<file path="src/rtl/mb_shift_reg.sv">
// Shift/load register with frame counter; optional serial CRC in MODE=10 when MB_SHIFT_REG_CRC_EN is defined.
// Latency: one cycle from inputs to Q/CNT/DONE; SO is combinational from Q and MODE.
// Backpressure: EN=0 stalls the register and counter, and DONE is forced low.
module mb_shift_reg #(
  parameter int              WIDTH = 8,
  parameter logic [WIDTH-1:0] INIT = '0,
  parameter logic [WIDTH-1:0] POLY = WIDTH'(8'h07)
) (
  input  logic                       CLK,
  input  logic                       CLR,
  input  logic                       EN,
  input  logic [1:0]                 MODE,
  input  logic [WIDTH-1:0]           D,
  input  logic                       SI,
  output logic [WIDTH-1:0]           Q,
  output logic                       SO,
  output logic [$clog2(WIDTH+1)-1:0] CNT,
  output logic                       DONE
);

  localparam int CW = $clog2(WIDTH+1);
  localparam logic [CW-1:0] LAST = CW'(WIDTH-1);

  localparam logic [1:0] MODE_HOLD = 2'b00;
  localparam logic [1:0] MODE_LOAD = 2'b01;
  localparam logic [1:0] MODE_MSB  = 2'b10;
  localparam logic [1:0] MODE_LSB  = 2'b11;

  logic [WIDTH-1:0] shift_msb;
  logic [WIDTH-1:0] shift_lsb;

`ifdef MB_SHIFT_REG_CRC_EN
  logic fb;

  always_comb begin
    fb        = Q[WIDTH-1] ^ SI;
    shift_msb = {Q[WIDTH-2:0], 1'b0} ^ (fb ? POLY : '0);
  end
`else
  // Keeps POLY referenced without generating any logic in the plain build.
  logic unused_poly;
  assign unused_poly = ^POLY;

  always_comb begin
    shift_msb = {Q[WIDTH-2:0], SI};
  end
`endif

  assign shift_lsb = {SI, Q[WIDTH-1:1]};

  always_comb begin
    case (MODE)
      MODE_MSB: SO = Q[WIDTH-1];
      MODE_LSB: SO = Q[0];
      default:  SO = 1'b0;
    endcase
  end

  always_ff @(posedge CLK) begin
    if (CLR) begin
      Q    <= INIT;
      CNT  <= '0;
      DONE <= 1'b0;
    end else if (!EN) begin
      DONE <= 1'b0;
    end else begin
      case (MODE)
        MODE_HOLD: begin
          DONE <= 1'b0;
        end
        MODE_LOAD: begin
          Q    <= D;
          CNT  <= '0;
          DONE <= 1'b0;
        end
        default: begin
          Q <= (MODE == MODE_MSB) ? shift_msb : shift_lsb;
          // Direction changes share one counter; the frame ends after WIDTH shifts of any mix.
          if (CNT == LAST) begin
            CNT  <= '0;
            DONE <= 1'b1;
          end else begin
            CNT  <= CNT + 1'b1;
            DONE <= 1'b0;
          end
        end
      endcase
    end
  end

endmodule

</file>
<file path="config.mk">
export PLATFORM = sky130hd
export DESIGN_NAME = mb_shift_reg
export DESIGN_NICKNAME = d
export VERILOG_FILES = /design/src/rtl/mb_shift_reg.sv
export SDC_FILE = /design/constraint.sdc
export NUM_CORES = 1
export LEC_CHECK = 0
export BUFFER_PORTS_ARGS = -buffer_cell sky130_fd_sc_hd__buf_2
export CORE_ASPECT_RATIO = 1.25
export CORE_MARGIN = 3
export CORE_UTILIZATION = 25
export DETAILED_ROUTE_END_ITERATION = 8
export MAX_ROUTING_LAYER = met4
export PLACE_DENSITY = 0.58
export SLEW_MARGIN = 20
export SYNTH_ARGS = -nofsm -noshare
export SYNTH_HDL_FRONTEND = slang
export SYNTH_SLANG_ARGS = --single-unit
</file>
<file path="constraint.sdc">
create_clock -name CLK -period 3.5 [get_ports CLK]
set_clock_uncertainty 0.15 [all_clocks]
set_input_delay 0.35 -clock CLK [delete_from_list [all_inputs] [get_ports CLK]]
set_output_delay 0.35 -clock CLK [all_outputs]
set_load 0.01 [all_outputs]
</file>
## After elaboration in Yosys (flattened, before gate mapping)

Index checks and enable logic that the tools add are counted.

- Add/subtract/negate cells: 1
- Multipliers: 0
- Div/mod/pow operators: 0
- Magnitude comparators: 0
- Equal/unequal tests: 4
- Shift-type cells: 0
- Muxes and demuxes: 6
- Bitwise gates (word level): 2
- Reductions and logical operators: 3

Operator list:

| kind | number |
|---|---|
| $pmux W8 S2 | 1 |
| $mux W8 | 1 |
| $pmux W4 S2 | 1 |
| $add A4 B1 Y4 const B | 1 |
| $eq A2 B2 Y1 const B | 2 |
| $eq A4 B3 Y1 const B | 1 |
| $mux W4 | 1 |
| $reduce_or A4 Y1 | 1 |
| $eq A2 B1 Y1 const B | 1 |
| $logic_not A2 Y1 | 1 |
| $not A1 Y1 | 2 |
| $pmux W1 S2 | 1 |
| $reduce_and A2 Y1 | 1 |
| $mux W1 | 1 |

- Bits in registers: 13
- Bits in latches: 0
- Bits in writable memories: 0
- Memory bits (read-only): 0
- Output and inout bits: 14
- Memories: 0

## Depth between registers and ports, before layout

Gate-level depths: netlist of run 1.

- Word-level depth: 3
- Gate-level depth with buffers: 5
- Depth with buffers taken out: 5

## Worst setup path before layout of run 1

Ideal clock, no wire load.

- Kind: input -> register
- Start: in MODE[0]
- End: reg Q[1]
- Arrival time: 1.247 ns
- Path slack: 1.975 ns
- Stages: 5
- Path buffers: 1
- Path through: nand2b_1 > buf_6 > mux2_4 > a222oi_1 > nor2_1

- Word-level cells in the longest chain between the ends: 3
- Elaborated cells between the ends (all ways): 7

RTL lines:

| what | line | text |
|---|---|---|
| from (decl) | 12 | `input logic [1:0] MODE,` |
| $eq A2 B2 Y1 / $logic_not A2 Y1 (equally long branches) | 77, 67 |  |
| $mux W8 / $not A1 Y1 (equally long branches) | n/a |  |
| $pmux W8 S2 / $reduce_and A2 Y1 (equally long branches) | n/a |  |
| to (signal assigned) | 77 | `Q <= (MODE == MODE_MSB) ? shift_msb : shift_lsb;` |
| to (decl) | 15 | `output logic [WIDTH-1:0] Q,` |

Several ways; a longest one is shown, not always the timed one.
A chain may end at the register's enable or synchronous reset.

## Worst setup path in the final report of run 1

- Start: in MODE[0]
- End: reg Q[6]

Same word-level chain as after synthesis.

==> results of run 1 <==
[layout make-up]
type / count / area (um2)
Sequential cell: 13 / 260
Clock buffer: 4 / 26.3
Fill cell: 279 / 1640
Tap cell: 33 / 41.3
Multi-Input combinational cell: 50 / 393
Timing Repair Buffer: 28 / 143
[power breakdown]
group          internal [mW]  switching [mW]
registers              0.153         0.00545
logic                 0.0252          0.0249
clock network         0.0440          0.0475
total                  0.222          0.0779
[critical path: cells and delay by family]
family	cells	cell delay, ps
simple gates	2	480
mux	1	350
buf+inv	1	110
compound gates	1	310
[per-stage QoR]
| step | instances | util | power (mW) |
|---|---|---|---|
| after floorplan | 68 | - | 0.192 |
| after global placement | 124 | 0.335 | 0.211 |
| after detailed placement | 124 | 0.335 | 0.212 |
| after CTS | 128 | 0.345 | 0.307 |
| after global routing | 128 | 0.345 | 0.319 |
| final | 128 | 0.345 | 0.300 |
[cell usage in the layout (no fill, tap or decap)]
master | Yosys | final
sky130_fd_sc_hd__a221oi_1 | 1 | 1
sky130_fd_sc_hd__clkbuf_1 | 4 | 1
sky130_fd_sc_hd__nand2_1 | 4 | 4
sky130_fd_sc_hd__and4b_1 | 1 | 1
sky130_fd_sc_hd__o21ai_0 | 1 | 1
sky130_fd_sc_hd__nand3b_1 | 2 | 2
sky130_fd_sc_hd__ha_1 | 1 | 1
sky130_fd_sc_hd__a22oi_1 | 2 | 2
sky130_fd_sc_hd__buf_4 | 0 | 1
sky130_fd_sc_hd__a31oi_1 | 1 | 1
sky130_fd_sc_hd__and2_1 | 1 | 1
sky130_fd_sc_hd__a2111oi_1 | 1 | 1
sky130_fd_sc_hd__mux2_2 | 1 | 1
sky130_fd_sc_hd__buf_2 | 0 | 27
sky130_fd_sc_hd__nor4b_1 | 1 | 1
sky130_fd_sc_hd__dfxtp_1 | 13 | 13
sky130_fd_sc_hd__nand3_1 | 1 | 1
sky130_fd_sc_hd__nand2b_1 | 1 | 1
sky130_fd_sc_hd__mux2i_1 | 3 | 3
sky130_fd_sc_hd__and3b_2 | 1 | 1
sky130_fd_sc_hd__nor3_1 | 1 | 1
sky130_fd_sc_hd__nor2b_1 | 3 | 3
sky130_fd_sc_hd__a21oi_1 | 2 | 2
sky130_fd_sc_hd__mux2_4 | 6 | 6
sky130_fd_sc_hd__clkbuf_4 | 0 | 3
sky130_fd_sc_hd__nor2_1 | 9 | 9
sky130_fd_sc_hd__a222oi_1 | 6 | 6
[how the worst max path moves through the flow]
| stage | endpoint | startpoint | cells past startpoint | slack (ps) |
|---|---|---|---|---|
| final | Q[6]$_SDFFE_PP0P_ | MODE[0] | 5 | 1900 |
| after global routing | Q[5]$_SDFFE_PP0P_ | MODE[0] | 5 | 1800 |
| after CTS | Q[6]$_SDFFE_PP0P_ | MODE[0] | 5 | 1910 |
| after detailed placement | Q[6]$_SDFFE_PP0P_ | MODE[0] | 5 | 1630 |
| after global placement | Q[0]$_SDFFE_PP0P_ | MODE[0] | 5 | 1650 |
| after floorplan | Q[1]$_SDFFE_PP0P_ | MODE[0] | 5 | 1980 |
[logic make-up after synthesis]
logic type,synth area share
simple gates,0.197
buf+inv,0.0387
mux,0.193
compound gates,0.169
flops,0.383
fa+ha+maj,0.0184
[metal layers]
layer,vias up,GRT usage
met4,0,0.0383
met2,20,0.189
li1,312,-
met1,296,0.133
met5,-,-
met3,2,0.0210
[sequential cells by signal, summed over array words and instances, names as in the netlist]
name / cells
Q: 8
DONE: 1
CNT: 4
==> results.cfg, run 1 <==
[outcome]
status = complete, no violations

[yosys]
yosys.cell_types.count = 25
register_area_share_after_synthesis = 0.383
yosys.area.top_type = sky130_fd_sc_hd__dfxtp_1
synth.top_cells.by_area = sky130_fd_sc_hd__dfxtp_1 (38%), sky130_fd_sc_hd__mux2_4 (13%), sky130_fd_sc_hd__a222oi_1 (8.8%)
post_synth_inst_count = 68
ys_dominant_reg_cell = sky130_fd_sc_hd__dfxtp_1
mappedNetlistArea_um2 = 679
synth.top_cell.area_share = 0.383
net_count_after_synthesis = 83
synth_enable_flop_cells = 0
cell_with_the_most_instances_after_synthesis = sky130_fd_sc_hd__dfxtp_1
synth.top_cells.by_count = sky130_fd_sc_hd__dfxtp_1 (13), sky130_fd_sc_hd__nor2_1 (9), sky130_fd_sc_hd__a222oi_1 (6), sky130_fd_sc_hd__mux2_4 (6)
synth_warnings = 0
flop_and_latch_count_out_of_synthesis = 13
avgSynthCellArea_um2 = 9.99
async_flop_share = 0

[placed_design]
gp_congestion = 0.734
detailedPlacementHpwl_mm = 1.35
io_buffer_count = 27
placement.setup.worst_slack_ps = 1630
placedInstanceArea_um2 = 837

[setup_path]
max_stage_delay_ps = 410
critical_path.reg2reg.endpoint = CNT[3]$_SDFFE_PP0P_
critPathCaptureType = flip-flop
reg2reg_slack_ps = 2110
worstPathCellList = buf_2 > nand2b_1 > mux2_4 > a222oi_1 > nor2_1
path_class = primary input to flip-flop
slowest_stage = sky130_fd_sc_hd__nand2b_1
r2r_start = CNT[0]$_SDFFE_PP0P_
worst-endpoint-arrival_ps = 1600
worst-path-max-fanout = 8
cp-start-kind = primary input
worstPathRequired_ps = 3500
ff2ff_path_depth = 5

[detailed_routing]
routed_len_inst_um = 13.8
drt-vias-per-instance = 4.92
drc_errors = 0
met3RoutedLength_um = 104
drt_pass1_iterations = 6
postRouteWirelength_mm = 1.77
top_signal_layer_used = met4
via_count = 630
ant_nets = 0
met1_length_um = 785
wl_met2_um = 866
drt_first_iter_violations = 28

[worst_hold_path]
source_of_the_worst_hold_timing_path = D[5]
hold_depth = 3
hold_path.class = primary input to flip-flop
min_to = Q[5]$_SDFFE_PP0P_

[cts]
cts.repair_timing.setup_buffer_count = 0
cts_resized = 0
tritoncts_clock_tree = done
htreeDepth = 1
cts_max_path_buffers = 2
cts_hold_buf = 0
clock_sinks = 13
ctsRootBufferMaster = sky130_fd_sc_hd__clkbuf_4
tritoncts.num_buffers = 3
clk_pin_slew_ps = 80
clk-insertion-delay-late_ps = 270

[global_route]
grt_antenna_before_repair = 0
grt.total_usage = 0.113
global_route_overflow = 0
grt_start_max_net_pins = 14
grt_first_pass_wirelength_mm = 2.85
grt_pass1_vias = 648

[sta]
totalNegativeSetupSlack_ps = 0
setup_viol_count_final = 0
worst-slew-pin-transition_ps = 477
max_freq_mhz = 626
fin_ws_ps = 1900
hold_slack_ps = 195
finalMaxSlewViolations = 0
finalWorstPathRequiredPeriod_ps = 1600
timing.slew.headroom = 0.682
grt_setup_unrepaired = no
hold_violations = 0
fin_crit_sh = 0.456

[job]
max_cap_viol_count = 0

[finish]
nets = 111
antenna-diode-count = 0
design_area_um2 = 863
share_of_final_layout_standard_cells_stronger_than_drive_strength_1 = 0.411
synthesis_to_layout_area_growth_pct = 27.1

[die]
floorplan.die_area_mm2 = 0.00338
number_of_i_o_pins = 28
core.rowCount = 20
die_height_um = 64.3
fp.coreArea_mm2 = 0.00250
die_w_um = 52.6
initial_core_util = 0.272

[power]
peakVddDrop_mv = 0.101
p_leak_nw = 0.403
cellPowerDensity_mw_per_mm2 = 348
(Power assumes the default switching activity.)
==> run 2, diff against run 1 <==
==> constraint.sdc (replaced) <==
create_clock -name CLK -period 1.6 [get_ports CLK]
set_clock_uncertainty 0.15 [all_clocks]
set_input_delay 0.16 -clock CLK [delete_from_list [all_inputs] [get_ports CLK]]
set_output_delay 0.16 -clock CLK [all_outputs]
set_load 0.01 [all_outputs]
==> run 2 against run 1 <==
Effect of this change: clock power rose by 120%; critical path type is now flip-flop to flip-flop; setup slack got worse by 1700 ps; die area did not move; global-route usage fell by 0.053 points; highest routed layer unchanged; first-iteration DRC count fell by 36%; sequential power rose by 120%; non-clock buffer count rose by 5; sequential share of layout area fell by 1.8 points; register-to-register slack got worse by 1900 ps; clock-buffer cell count did not move; critical endpoint is now CNT[3]$_SDFFE_PP0P_; via count rose by 4.3%; cell count rose by 3.9%.
==> results.cfg, run 2 (synthesis gave the netlist of run 1 again) <==
[outcome]
status = complete, no violations

[setup_path]
critPathCaptureType = flip-flop
crit_family = simple AND/OR/NAND/NOR gates
path_class = flip-flop to flip-flop
worstPathCellList = ha_1 > nand3b_1 > nor4b_1 > a31oi_1 > a21oi_1
max_stage_delay_ps = 340
worst-path-max-fanout = 5
worstPathRequired_ps = 1650
cp_num_buf_inv = 0
cp-start-kind = flip-flop
worst-endpoint-arrival_ps = 1470
slowest_stage = sky130_fd_sc_hd__dfxtp_1

[die]
die_w_um = 52.6
number_of_i_o_pins = 28
fp.coreArea_mm2 = 0.00250
core.rowCount = 20
initial_core_util = 0.272
die_height_um = 64.3
floorplan.die_area_mm2 = 0.00338

[sta]
max_freq_mhz = 706
totalNegativeSetupSlack_ps = 0
finalWorstPathRequiredPeriod_ps = 1420
worst-slew-pin-transition_ps = 411
finalMaxSlewViolations = 0
fin_crit_sh = 0.886
hold_violations = 0
grt_setup_unrepaired = no
timing.slew.headroom = 0.726
setup_viol_count_final = 0

[global_route]
grt_pass1_vias = 606
grt_start_max_net_pins = 14
grt.total_usage = 0.113
global_route_overflow = 0
grt_antenna_before_repair = 0
grt_first_pass_wirelength_mm = 2.78

[power]
pwr-share-clk = 0.297
p_leak_nw = 0.431
combinationalPowerShare = 0.184
peakVddDrop_mv = 0.262
cell_internal_pwr_mw = 0.497
cellPowerDensity_mw_per_mm2 = 728
finalPower_mw = 0.669
sequentialPowerShare = 0.519
power.share.switching = 0.257
switchingPower_mw = 0.172

[finish]
stdcell_count = 133
final_cell_mix = sky130_fd_sc_hd__buf_2 (27), sky130_fd_sc_hd__dfxtp_1 (13), sky130_fd_sc_hd__nor2_1 (9), sky130_fd_sc_hd__mux2_4 (6), sky130_fd_sc_hd__a222oi_1 (6)
share_of_final_layout_standard_cells_stronger_than_drive_strength_1 = 0.420
antenna-diode-count = 0
largest_reg_flops = 8
nets = 116
synthesis_to_layout_area_growth_pct = 35.2
biggestRegsByFlops = Q (8), CNT (4), DONE (1)
number_of_fill_cells = 280
design_area_um2 = 918
mostFrequentLayoutCell = sky130_fd_sc_hd__buf_2
registers.top_by_ff_count = Q

[detailed_routing]
drt_first_iter_violations = 18
ant_nets = 0
routed_len_inst_um = 13.4
top_signal_layer_used = met4
drt_pass1_iterations = 5
wl_met2_um = 836
drc_errors = 0
postRouteWirelength_mm = 1.78
met3RoutedLength_um = 155
drt-vias-per-instance = 4.94
via_count = 657
met1_length_um = 786

[worst_hold_path]
hold_path.class = primary input to flip-flop

[cts]
cts_max_path_buffers = 2
clk_pin_slew_ps = 80
clk-insertion-delay-late_ps = 270
cts.repair_timing.setup_buffer_count = 0
clock_sinks = 13
tritoncts.num_buffers = 3
ctsRootBufferMaster = sky130_fd_sc_hd__clkbuf_4
htreeDepth = 1
tritoncts_clock_tree = done

[placed_design]
placedInstanceArea_um2 = 872
io_buffer_count = 27
placedCellCount = 127
detailedPlacementHpwl_mm = 1.31
gp_congestion = 0.783

[job]
max_cap_viol_count = 0
## run 2: power by group through the flow
stage / clock (mW) / sequential [mW] / combinational (mW)
final: 0.199 / 0.347 / 0.123
after global placement: 0 / 0.354 / 0.118
after detailed placement: 0 / 0.355 / 0.119
after CTS: 0.212 / 0.347 / 0.124
after floorplan: 0 / 0.357 / 0.0630
after global routing: 0.233 / 0.349 / 0.136
## run 2: worst min-delay path, stage by stage
cell	delay [ps]
sky130_fd_sc_hd__buf_2	80
sky130_fd_sc_hd__a222oi_1	70
sky130_fd_sc_hd__nor2_1	80
## run 2: final cells by class
| class | count | area, um2 | share of cell area |
|---|---|---|---|
| well taps | 33 | 41.3 | 0.0450 |
| multi-input cells | 50 | 393 | 0.428 |
| flip-flops and latches | 13 | 260 | 0.283 |
| clock buffers | 4 | 26.3 | 0.0286 |
| repair buffers | 33 | 198 | 0.215 |
## run 2: worst paths after layout
path                  startpoint                  end  slack [ps]  cells past startpoint
max          CNT[0]$_SDFFE_PP0P_  CNT[3]$_SDFFE_PP0P_         180                      5
min                         D[1]    Q[1]$_SDFFE_PP0P_           7                      3
max reg2reg  CNT[0]$_SDFFE_PP0P_  CNT[3]$_SDFFE_PP0P_         180                      5
min reg2reg  CNT[0]$_SDFFE_PP0P_  CNT[0]$_SDFFE_PP0P_         350                      2
## run 2: what timing repair did
action,CTS,global route
hold buffers,2,0
setup endpoints to repair,0,0
gates resized for setup,0,0
hold endpoints to repair,2,0
## run 2: per-layer routing
layer  up-vias  GRT usage
li1        323          -
met1       305      0.135
met2        27      0.177
met3         2     0.0303
met4         0     0.0447
met5         -          -
## run 2: metrics by stage
stage	utilization	hold WS, ps	setup slack, ps
after CTS	0.367	7.95	178
after global placement	0.349	274	94.2
final	0.367	7.38	183
after floorplan	-	79.1	265
after detailed placement	0.349	282	66.4
after global routing	0.367	4.60	81.7
